===== config.mk =====
export PLATFORM = sky130hd
export DESIGN_NAME = alu_exec_ctrl_flat
export DESIGN_NICKNAME = d
export VERILOG_FILES = /design/src/rtl/alu_exec_ctrl_if.sv /design/src/rtl/alu_exec_ctrl.sv /design/src/flat_wrapper.sv
export SDC_FILE = /design/constraint.sdc
export NUM_CORES = 1
export LEC_CHECK = 0
export ABC_AREA = 0
export BUFFER_PORTS_ARGS = -buffer_cell sky130_fd_sc_hd__clkbuf_2
export CORE_ASPECT_RATIO = 2
export CORE_UTILIZATION = 50
export CTS_BUF_LIST = sky130_fd_sc_hd__clkbuf_8
export DETAILED_ROUTE_END_ITERATION = 6
export PLACE_DENSITY_LB_ADDON = 0.25
export SETUP_SLACK_MARGIN = 0.5
export SYNTH_ARGS = -nofsm -noshare
export SYNTH_HDL_FRONTEND = slang
export SYNTH_SLANG_ARGS = --single-unit

===== constraint.sdc =====
create_clock -name clk_i -period 6.69 [get_ports clk_i]
set_input_delay 1.338 -clock clk_i [delete_from_list [all_inputs] [get_ports clk_i]]
set_output_delay 1.338 -clock clk_i [all_outputs]
set_load 0.005 [all_outputs]

===== src/rtl/alu_exec_ctrl_if.sv =====
// Request/response bundle for the ALU execute controller: operation request in,
// registered result, status and decoded control code out.
interface alu_exec_ctrl_if #(
   parameter int DATA_W = 32,
   parameter int CTRL_W = 4
);
   logic              valid_i;
   logic [2:0]        ALUOp_i;
   logic [5:0]        funct_i;
   logic [DATA_W-1:0] src1_i;
   logic [DATA_W-1:0] src2_i;
   logic              flush_i;
   logic              ready_o;
   logic              valid_o;
   logic [DATA_W-1:0] result_o;
   logic              zero_o;
   logic [CTRL_W-1:0] ALUCtrl_o;
   logic              illegal_o;

   modport master (
      output valid_i, ALUOp_i, funct_i, src1_i, src2_i, flush_i,
      input  ready_o, valid_o, result_o, zero_o, ALUCtrl_o, illegal_o
   );

   modport slave (
      input  valid_i, ALUOp_i, funct_i, src1_i, src2_i, flush_i,
      output ready_o, valid_o, result_o, zero_o, ALUCtrl_o, illegal_o
   );
endinterface


===== src/rtl/alu_exec_ctrl.sv =====
// ALU execute controller: decodes ALUOp/funct, runs single-cycle ops directly and
// a DATA_W-step shift-add multiply in a MUL state. DATA_W is meant for 8..64.
module alu_exec_ctrl #(
   parameter int DATA_W = 32,
   parameter int CTRL_W = 4
) (
   input logic           clk_i,
   input logic           rst_i,
   alu_exec_ctrl_if.slave bus
);
   localparam int CNT_W = $clog2(DATA_W) + 1;

   localparam logic [CTRL_W-1:0] OP_AND = CTRL_W'(4'd0);
   localparam logic [CTRL_W-1:0] OP_OR  = CTRL_W'(4'd1);
   localparam logic [CTRL_W-1:0] OP_ADD = CTRL_W'(4'd2);
   localparam logic [CTRL_W-1:0] OP_SUB = CTRL_W'(4'd6);
   localparam logic [CTRL_W-1:0] OP_SLT = CTRL_W'(4'd7);
   localparam logic [CTRL_W-1:0] OP_MUL = CTRL_W'(4'd11);
   localparam logic [CTRL_W-1:0] OP_BNE = CTRL_W'(4'd12);
   localparam logic [CTRL_W-1:0] OP_BGE = CTRL_W'(4'd13);
   localparam logic [CTRL_W-1:0] OP_BGT = CTRL_W'(4'd14);
   localparam logic [CTRL_W-1:0] OP_ILL = CTRL_W'(4'd15);

   typedef enum logic [0:0] {
      ST_IDLE = 1'b0,
      ST_MUL  = 1'b1
   } state_t;

   // Returns {illegal, code}; funct is only consulted for the R-type class.
   function automatic logic [CTRL_W:0] decode_op(input logic [2:0] alu_op,
                                                  input logic [5:0] funct);
      logic [CTRL_W:0] dec;
      case (alu_op)
         3'b011:  dec = {1'b0, OP_ADD};
         3'b001:  dec = {1'b0, OP_SUB};
         3'b100:  dec = {1'b0, OP_SLT};
         3'b101:  dec = {1'b0, OP_BNE};
         3'b110:  dec = {1'b0, OP_BGE};
         3'b111:  dec = {1'b0, OP_BGT};
         3'b010:  dec = {1'b1, OP_ILL};
         3'b000: begin
            case (funct)
               6'd32:   dec = {1'b0, OP_ADD};
               6'd34:   dec = {1'b0, OP_SUB};
               6'd36:   dec = {1'b0, OP_AND};
               6'd37:   dec = {1'b0, OP_OR};
               6'd42:   dec = {1'b0, OP_SLT};
               6'd24:   dec = {1'b0, OP_MUL};
               default: dec = {1'b1, OP_ILL};
            endcase
         end
         default: dec = {1'b1, OP_ILL};
      endcase
      return dec;
   endfunction

   // Single-cycle result; comparisons yield 0/1 in the low bit.
   function automatic logic [DATA_W-1:0] alu_calc(input logic [CTRL_W-1:0] code,
                                                  input logic [DATA_W-1:0] a,
                                                  input logic [DATA_W-1:0] b);
      logic [DATA_W-1:0] res;
      case (code)
         OP_AND:  res = a & b;
         OP_OR:   res = a | b;
         OP_ADD:  res = a + b;
         OP_SUB:  res = a - b;
         OP_SLT:  res = {{(DATA_W-1){1'b0}}, ($signed(a) < $signed(b))};
         OP_BNE:  res = {{(DATA_W-1){1'b0}}, (a != b)};
         OP_BGE:  res = {{(DATA_W-1){1'b0}}, ($signed(a) >= $signed(b))};
         OP_BGT:  res = {{(DATA_W-1){1'b0}}, ($signed(a) > $signed(b))};
         default: res = {DATA_W{1'b0}};
      endcase
      return res;
   endfunction

   state_t              state_r;
   state_t              state_nxt_s;
   logic [DATA_W-1:0]   a_r;
   logic [DATA_W-1:0]   b_r;
   logic [DATA_W-1:0]   acc_r;
   logic [CNT_W-1:0]    cnt_r;
   logic [DATA_W-1:0]   result_r;
   logic                zero_r;
   logic [CTRL_W-1:0]   ctrl_r;
   logic                valid_r;
   logic                illegal_r;

   logic                ready_s;
   logic                accept_s;
   logic [CTRL_W:0]     dec_s;
   logic [CTRL_W-1:0]   dec_code_s;
   logic                dec_illegal_s;
   logic [DATA_W-1:0]   alu_res_s;
   logic [DATA_W-1:0]   acc_nxt_s;
   logic                mul_last_s;

   assign ready_s       = (state_r == ST_IDLE);
   assign accept_s      = bus.valid_i & ready_s & ~bus.flush_i;
   assign dec_s         = decode_op(bus.ALUOp_i, bus.funct_i);
   assign dec_code_s    = dec_s[CTRL_W-1:0];
   assign dec_illegal_s = dec_s[CTRL_W];
   assign alu_res_s     = alu_calc(dec_code_s, bus.src1_i, bus.src2_i);
   // Low DATA_W bits of the product are the same for signed and unsigned operands.
   assign acc_nxt_s     = b_r[0] ? (acc_r + a_r) : acc_r;
   assign mul_last_s    = (cnt_r == CNT_W'(DATA_W - 1));

   // State register.
   always_ff @(posedge clk_i or negedge rst_i) begin
      if (!rst_i) begin
         state_r <= ST_IDLE;
      end else begin
         state_r <= state_nxt_s;
      end
   end

   // Next-state logic; flush aborts a multiply even on its final step.
   always_comb begin
      state_nxt_s = state_r;
      case (state_r)
         ST_IDLE: begin
            if (accept_s && (dec_code_s == OP_MUL)) begin
               state_nxt_s = ST_MUL;
            end else begin
               state_nxt_s = ST_IDLE;
            end
         end
         ST_MUL: begin
            if (bus.flush_i || mul_last_s) begin
               state_nxt_s = ST_IDLE;
            end else begin
               state_nxt_s = ST_MUL;
            end
         end
         default: state_nxt_s = ST_IDLE;
      endcase
   end

   // Datapath and registered outputs; valid/illegal are single-cycle pulses.
   always_ff @(posedge clk_i or negedge rst_i) begin
      if (!rst_i) begin
         a_r       <= {DATA_W{1'b0}};
         b_r       <= {DATA_W{1'b0}};
         acc_r     <= {DATA_W{1'b0}};
         cnt_r     <= {CNT_W{1'b0}};
         result_r  <= {DATA_W{1'b0}};
         zero_r    <= 1'b1;
         ctrl_r    <= {CTRL_W{1'b0}};
         valid_r   <= 1'b0;
         illegal_r <= 1'b0;
      end else begin
         valid_r   <= 1'b0;
         illegal_r <= 1'b0;
         case (state_r)
            ST_IDLE: begin
               if (accept_s) begin
                  ctrl_r <= dec_code_s;
                  if (dec_code_s == OP_MUL) begin
                     a_r   <= bus.src1_i;
                     b_r   <= bus.src2_i;
                     acc_r <= {DATA_W{1'b0}};
                     cnt_r <= {CNT_W{1'b0}};
                  end else begin
                     result_r  <= alu_res_s;
                     zero_r    <= (alu_res_s == {DATA_W{1'b0}});
                     valid_r   <= 1'b1;
                     illegal_r <= dec_illegal_s;
                  end
               end
            end
            ST_MUL: begin
               if (!bus.flush_i) begin
                  acc_r <= acc_nxt_s;
                  a_r   <= {a_r[DATA_W-2:0], 1'b0};
                  b_r   <= {1'b0, b_r[DATA_W-1:1]};
                  cnt_r <= cnt_r + CNT_W'(1'b1);
                  if (mul_last_s) begin
                     result_r <= acc_nxt_s;
                     zero_r   <= (acc_nxt_s == {DATA_W{1'b0}});
                     valid_r  <= 1'b1;
                  end
               end
            end
            default: ;
         endcase
      end
   end

   assign bus.ready_o   = ready_s;
   assign bus.valid_o   = valid_r;
   assign bus.result_o  = result_r;
   assign bus.zero_o    = zero_r;
   assign bus.ALUCtrl_o = ctrl_r;
   assign bus.illegal_o = illegal_r;
endmodule


===== src/flat_wrapper.sv =====
// flat-port wrapper written by rule: the top's interface ports become plain ports
module alu_exec_ctrl_flat 
#(
   parameter int DATA_W = 32,
   parameter int CTRL_W = 4
)
  (clk_i, rst_i, bus_valid_i, bus_ALUOp_i, bus_funct_i, bus_src1_i, bus_src2_i, bus_flush_i, bus_ready_o, bus_valid_o, bus_result_o, bus_zero_o, bus_ALUCtrl_o, bus_illegal_o);
  alu_exec_ctrl_if #(.DATA_W(DATA_W), .CTRL_W(CTRL_W)) bus_i ();
  input logic clk_i;
  input logic rst_i;
  input wire logic [$bits(bus_i.valid_i)-1:0] bus_valid_i;
  input wire logic [$bits(bus_i.ALUOp_i)-1:0] bus_ALUOp_i;
  input wire logic [$bits(bus_i.funct_i)-1:0] bus_funct_i;
  input wire logic [$bits(bus_i.src1_i)-1:0] bus_src1_i;
  input wire logic [$bits(bus_i.src2_i)-1:0] bus_src2_i;
  input wire logic [$bits(bus_i.flush_i)-1:0] bus_flush_i;
  output wire logic [$bits(bus_i.ready_o)-1:0] bus_ready_o;
  output wire logic [$bits(bus_i.valid_o)-1:0] bus_valid_o;
  output wire logic [$bits(bus_i.result_o)-1:0] bus_result_o;
  output wire logic [$bits(bus_i.zero_o)-1:0] bus_zero_o;
  output wire logic [$bits(bus_i.ALUCtrl_o)-1:0] bus_ALUCtrl_o;
  output wire logic [$bits(bus_i.illegal_o)-1:0] bus_illegal_o;
  assign bus_i.valid_i = bus_valid_i;
  assign bus_i.ALUOp_i = bus_ALUOp_i;
  assign bus_i.funct_i = bus_funct_i;
  assign bus_i.src1_i = bus_src1_i;
  assign bus_i.src2_i = bus_src2_i;
  assign bus_i.flush_i = bus_flush_i;
  assign bus_ready_o = bus_i.ready_o;
  assign bus_valid_o = bus_i.valid_o;
  assign bus_result_o = bus_i.result_o;
  assign bus_zero_o = bus_i.zero_o;
  assign bus_ALUCtrl_o = bus_i.ALUCtrl_o;
  assign bus_illegal_o = bus_i.illegal_o;
  alu_exec_ctrl #(.DATA_W(DATA_W), .CTRL_W(CTRL_W)) u_core (.clk_i(clk_i), .rst_i(rst_i), .bus(bus_i));
endmodule

Word level (Yosys, flattened, before mapping)
Index checks and enable logic that the tools add are counted.
- register bits after elaboration: 142
- logic and storage cells: 101
- $add $sub $neg: 4
- $lt $le $gt $ge: 3
- equal/unequal tests: 28
- multiplexer cells: 41
- bitwise operators: 6
- reduce and logical (&&, ||, !) cells: 9
- operators by type and width (cell ; count):
    $mux 32 ; 14
    $pmux 32 s2 ; 4
    $pmux 32 s8 ; 1
    $add 32x32->32 ; 2
    $logic_not 32->1 ; 2
    $pmux 5 s8 ; 1
    $and 32x32->32 ; 1
    $ge 32x32->1 ; 1
    $gt 32x32->1 ; 1
    $lt 32x32->1 ; 1
    $ne 32x32->1 ; 1
    $or 32x32->32 ; 1
    $sub 32x32->32 ; 1
    $eq 6x6->1 const B ; 5
    $pmux 5 s6 ; 1
    $mux 6 ; 3
    $eq 4x4->1 const B ; 4
    $mux 1 ; 13
    $eq 3x3->1 const B ; 4
    $eq 6x5->1 const B ; 2
    $pmux 6 s2 ; 1
    $ne 2x2->1 const B ; 5
    $eq 4x3->1 const B ; 2
    $add 6x1->6 const B ; 1
    other kinds (14) ; 19

Depth between registers and ports, before layout
- depth after elaboration: 9
- depth in mapped cells: 17

Worst setup path before layout
Ideal clock, no wire load.
- path type: in2reg
- start: input bus_src1_i[0]
- end: register u_core.zero_r, in the netlist u_core.bus.zero_o
- setup time: 0.062 ns
- arrival: 4.644 ns
- data required time: 6.628 ns
- path slack: 1.984 ns
- stages on the path: 16
- buffers on the path: 0
- cells stage by stage: inv_1 > ha_1 > inv_1 > fa_1 > nor2b_1 > o311ai_1 > a21oi_1 > or4_1 > o21ai_0 > o21ai_0 > xnor2_1 > o21ai_0 > or4_1 > nor4_1 > and4_1 > a221o_1
- cells in the longest elaborated chain, start to end: 6
- RTL lines (what ; RTL line ; RTL):
    start: declaration ; flat_wrapper.sv:14 ; input wire logic [$bits(bus_i.src1_i)-1:0] bus_src1_i;
    $sub 32x32->32 (tied with other cells) ; alu_exec_ctrl.sv:66 ; OP_SUB: res = a - b;
    $pmux 32 s8 (*) ; alu_exec_ctrl.sv:62 ; case (code)
    $logic_not 32->1 (*) ; alu_exec_ctrl.sv:164 ; zero_r <= (alu_res_s == {DATA_W{1'b0}});
    $mux 1 (*) ; alu_exec_ctrl.sv:157 ; if (dec_code_s == OP_MUL) begin
    $mux 1 (*) ; alu_exec_ctrl.sv:155 ; if (accept_s) begin
    $pmux 1 s2 (*) ; alu_exec_ctrl.sv:153 ; case (state_r)
    end signal: assignment ; alu_exec_ctrl.sv:164 ;
    end signal: assignment ; alu_exec_ctrl.sv:178 ; zero_r <= (acc_nxt_s == {DATA_W{1'b0}});
    end: declaration ; alu_exec_ctrl.sv:83 ; logic zero_r;
Every way passes the cells marked *; elsewhere a longest branch is shown, timed or not. The select of a mux whose other input is x is not followed.
A chain may end at the register's enable or synchronous reset.

Worst setup path after layout
- start: input bus_funct_i[1]
- end: register u_core.zero_r, in the netlist u_core.bus.zero_o
- cells in the longest elaborated chain, start to end: 9
- RTL lines (what ; RTL line ; RTL):
    start: declaration ; flat_wrapper.sv:13 ; input wire logic [$bits(bus_i.funct_i)-1:0] bus_funct_i;
    $eq 6x5->1 or $eq 6x6->1 (tied branches) ; alu_exec_ctrl.sv:42 ; case (funct)
    $pmux 5 s6 (*) ; alu_exec_ctrl.sv:42 ;
    $pmux 5 s8 (*) ; alu_exec_ctrl.sv:33 ; case (alu_op)
    $eq 4x4->1 (tied with other cells) ; alu_exec_ctrl.sv:62 ;
    $pmux 32 s8 ; alu_exec_ctrl.sv:62 ;
    $logic_not 32->1 ; alu_exec_ctrl.sv:164 ;
    $mux 1 ; alu_exec_ctrl.sv:157 ;
    $mux 1 ; alu_exec_ctrl.sv:155 ;
    $pmux 1 s2 ; alu_exec_ctrl.sv:153 ;
Marked as above.

==> summary.md <==
| Metric | Value |
|---|---|
| Total via count after detailed routing | `13.2k` |
| Highest routed metal layer | `met5` |
| Routed wirelength normalized by instance count | `23.1 µm` |
| Post-detailed-route count of antenna-violating nets | `0` |
| Chip width | `117 µm` |
| Worst Setup End Kind | `register` |
| Status | `complete, but fails checks` |
| Met2 wirelength from detailed routing | `between 20 and 25 mm` |
| Number of enable-type register cells in the synthesized netlist | `0` |
| Start-to-end type of the worst setup path | `input port to register` |
| Final-report max-slew violation count | `0` |
| Number of core rows | `between 80 and 90` |
| Async set-or-reset flop fraction in the synthesized netlist | `100%` |
| Startpoint class of the critical path | `input port` |
| Slowest Stage Delay on Critical Path | `0.61 ns` |
| Final instance count without filler cells | `2,095` |
| Synthesized instance count | `1,678` |
| PortBufs | `116` |
| Leakage Power | `between 0.006 and 0.007 µW` |
| Wire length of the first global-routing pass | `roughly 74 mm` |
| Share of the cycle needed by the critical path after routing | `79.0%` |
| Max rail drop VDD | `0.127 mV` |
| Utilization after layout | `56.3%` |
| Total Die Area | `0.0272 mm²` |
| Count of placed standard cells including taps | `between 2k and 2.5k` |
| Worst reg-to-reg setup slack | `1.76 ns` |
| Router iterations before antenna repair | `7` |
| Post-Route Skew | `0.0134 ns` |
| Number of hold buffers added after cts | `0` |
| Final estimated routing congestion in global placement | `slightly above 1` |
| CP delay by family, top | `simple AND/OR/NAND/NOR gates` |
| Ratio of routed vias to standard cells | `roughly 6.3` |
| Clock root buffer | `sky130_fd_sc_hd__clkbuf_8` |
| # IOs | `117` |
| Synth Register Bits | `142` |
| Clock transition at the registers of the reported paths | `about 0.090 ns` |
| Post-CTS setup buffers | `0` |
| Min-Delay Path Class | `register to register` |
| Total routed wire length on the met1 layer | `17.4 mm` |
| CP Max Fanout | `26` |
| TritonCTS sink count | `142` |
| Overflow after GRT | `0` |
| Average cell area after synthesis | `7.89 µm²` |
| Synth Flop Type | `sky130_fd_sc_hd__dfrtp_1` |
| Critical path buffers and inverters | `2` |
| Area delta synth->final | `9.92%` |
| Arrival time reported for the critical path endpoint | `5.72 ns` |
| Starting DRT DRC Count | `1,070` |
| Setup repair after global routing missed its margin | `false` |
| Share of final-layout standard cells stronger than drive strength 1 | `a little under an eighth` |
| TritonCTS clock tree | `done` |
| Largest buffer count on any clock path | `2` |
| Maximum clock frequency | `189 MHz` |
| Most common cell after layout, fill and taps aside | `sky130_fd_sc_hd__nand2_1` |
| H-tree levels | `4` |
| Total DRC errors in the routed layout | `8` |
| HPWL after DPL | `37.7 mm` |
| Post-cts sizing count | `0` |
| Critical path's slowest cell | `sky130_fd_sc_hd__or4b_1` |
| Failing checks | `design-rule violations` |
| Final worst hold slack | `0.482 ns` |
| Net count of the mapped netlist | `1,886` |
| Worst skew pair latency | `~0.50 ns` |
| Overall Power | `around 2800 µW` |
| Initial cell density of the core | `51.2%` |
| Commonest cells after routing, fill and taps aside | `231 x sky130_fd_sc_hd__nand2_1, 209 x sky130_fd_sc_hd__o21ai_0, 139 x sky130_fd_sc_hd__dfrtp_1` |
| Power density over cell area | `190 mW/mm²` |
| Number of global-route vias before repair | `13.0k` |
| Initial antenna violation count | `2` |
| Cell area after technology mapping | `0.0132 mm²` |
| Largest net degree at the start of global routing | `83` |
| Number of hold violations in the final report | `0` |
| Total negative slack | `0 ns` |
| Critical path data required time | `slightly above 7 ns` |
| Time the final worst path needs with I/O delays and setup | `5.29 ns` |
| Distinct cell type count of the synthesized netlist | `74` |
| Core region area | `0.0259 mm²` |
| Die boundary height | `about 230 µm` |
| Total CTS buffers | `17` |
| Measured slew at the worst slew-check pin | `1.14 ns` |
| Synth warn | `0` |
| Ordered cell list for the critical path | `clkbuf_2 > mux2_1 > or4b_1 > a2111oi_4 > or2_2 > buf_4 > nor2_1 > a21oi_1 > o22ai_1 > or3_1 > or4_1 > nor4_1 > and4_1 > a221o_1` |
| Sequential element share of the synthesized area | `26.9%` |
| Setup-failing EPs final | `0` |
| Met3 WL | `2.53 mm` |
| Max-cap check violation count | `0` |
| Nets@finish | `approximately 1.9k` |
| Worst rel slew slack | `23.6%` |
| Total global-route track usage | `37.0%` |
| Routed wire length | `48.3 mm` |
## synthesized netlist by cell type, drive strengths merged, types with 17 or more instances
cell type  number  area, µm²
o21ai         210       1050
mux2           17        191
nor4           18        113
mux2i          97        971
ha            128       1600
buf            19       96.4
a211oi         23        173
xnor2          41        359
nand2         231        867
nor2           97        364
xor2           17        149
clkbuf         77        289
a21o           22        165
a31oi          19        119
nor3           21        105
dfrtp         141       3530
inv           104        390
o22ai          18        113
a21oi         124        621
## logic make-up after synthesis
family	Yosys count	share of synthesized area (%)
AOI/OAI and AO/OA	543	25.0
xor gates and xnor gates	58	3.84
adders and majority gates	131	12.6
buffers and inverters	200	5.86
DFF	142	26.9
muxes	114	8.78
and+or+nand+nor	490	17.1
## power breakdown
group          switching, µW  total [µW]  internal, µW
Sequential              82.5        1030           947
Combinational            573         908           335
Clock                    373         828           455
Total                   1030        2760          1740
## layer usage
metal	up-vias	GRT usage, %
met2	589	64.1
met1	6319	39.6
li1	6127	-
met3	198	6.03
met5	-	0
met4	2	27.3
## sequential cells by signal, summed over array words and instances (netlist names)
| signal | flops |
|---|---|
| u_core.a_r | 32 |
| u_core.acc_r | 32 |
| u_core.b_r | 32 |
| u_core.bus.result_o | 32 |
| u_core.cnt_r | 6 |
| u_core.bus.ALUCtrl_o | 4 |
| u_core.bus.illegal_o | 1 |
| u_core.bus.valid_o | 1 |
| u_core.bus.zero_o | 1 |
| u_core.state_r | 1 |
## tightest hold or removal path: cells and delay by family (launching register included)
kind,cells,cell delay [ns]
flops,1,0.35
simple gates,1,0.04
compound gates,1,0.06
## final cells by class
class,count,area (µm²)
fill,2476,11300
multi-input combinational,1336,8930
sequential,142,3560
timing repair buffer,140,779
tap,340,425
inverter,104,390
clock buffer,18,248
clock inverter,14,215
antenna,1,2.50
## per-stage QoR
stage | instance area (µm²) | setup WS, ns
detailed placement | 14100 | 0.954
floorplan | 13200 | 1.98
global route | 14500 | 1.20
global placement | 14100 | 1.11
finish | 14500 | 1.40
CTS | 14500 | 1.48
## worst paths after layout
check	depth (start not counted)	start	end
setup / recovery	14	bus_funct_i[1]	u_core.bus.zero_o
hold / removal	2	u_core.bus.result_o[11]	u_core.bus.result_o[11]
setup reg to reg	15	u_core.acc_r[0]	u_core.bus.zero_o
hold reg to reg	2	u_core.bus.result_o[11]	u_core.bus.result_o[11]
max in group asynchronous	2	rst_i	u_core.bus.result_o[11]
min in group asynchronous	1	rst_i	u_core.bus.illegal_o
Note: power is estimated with default switching activity, not from simulation.
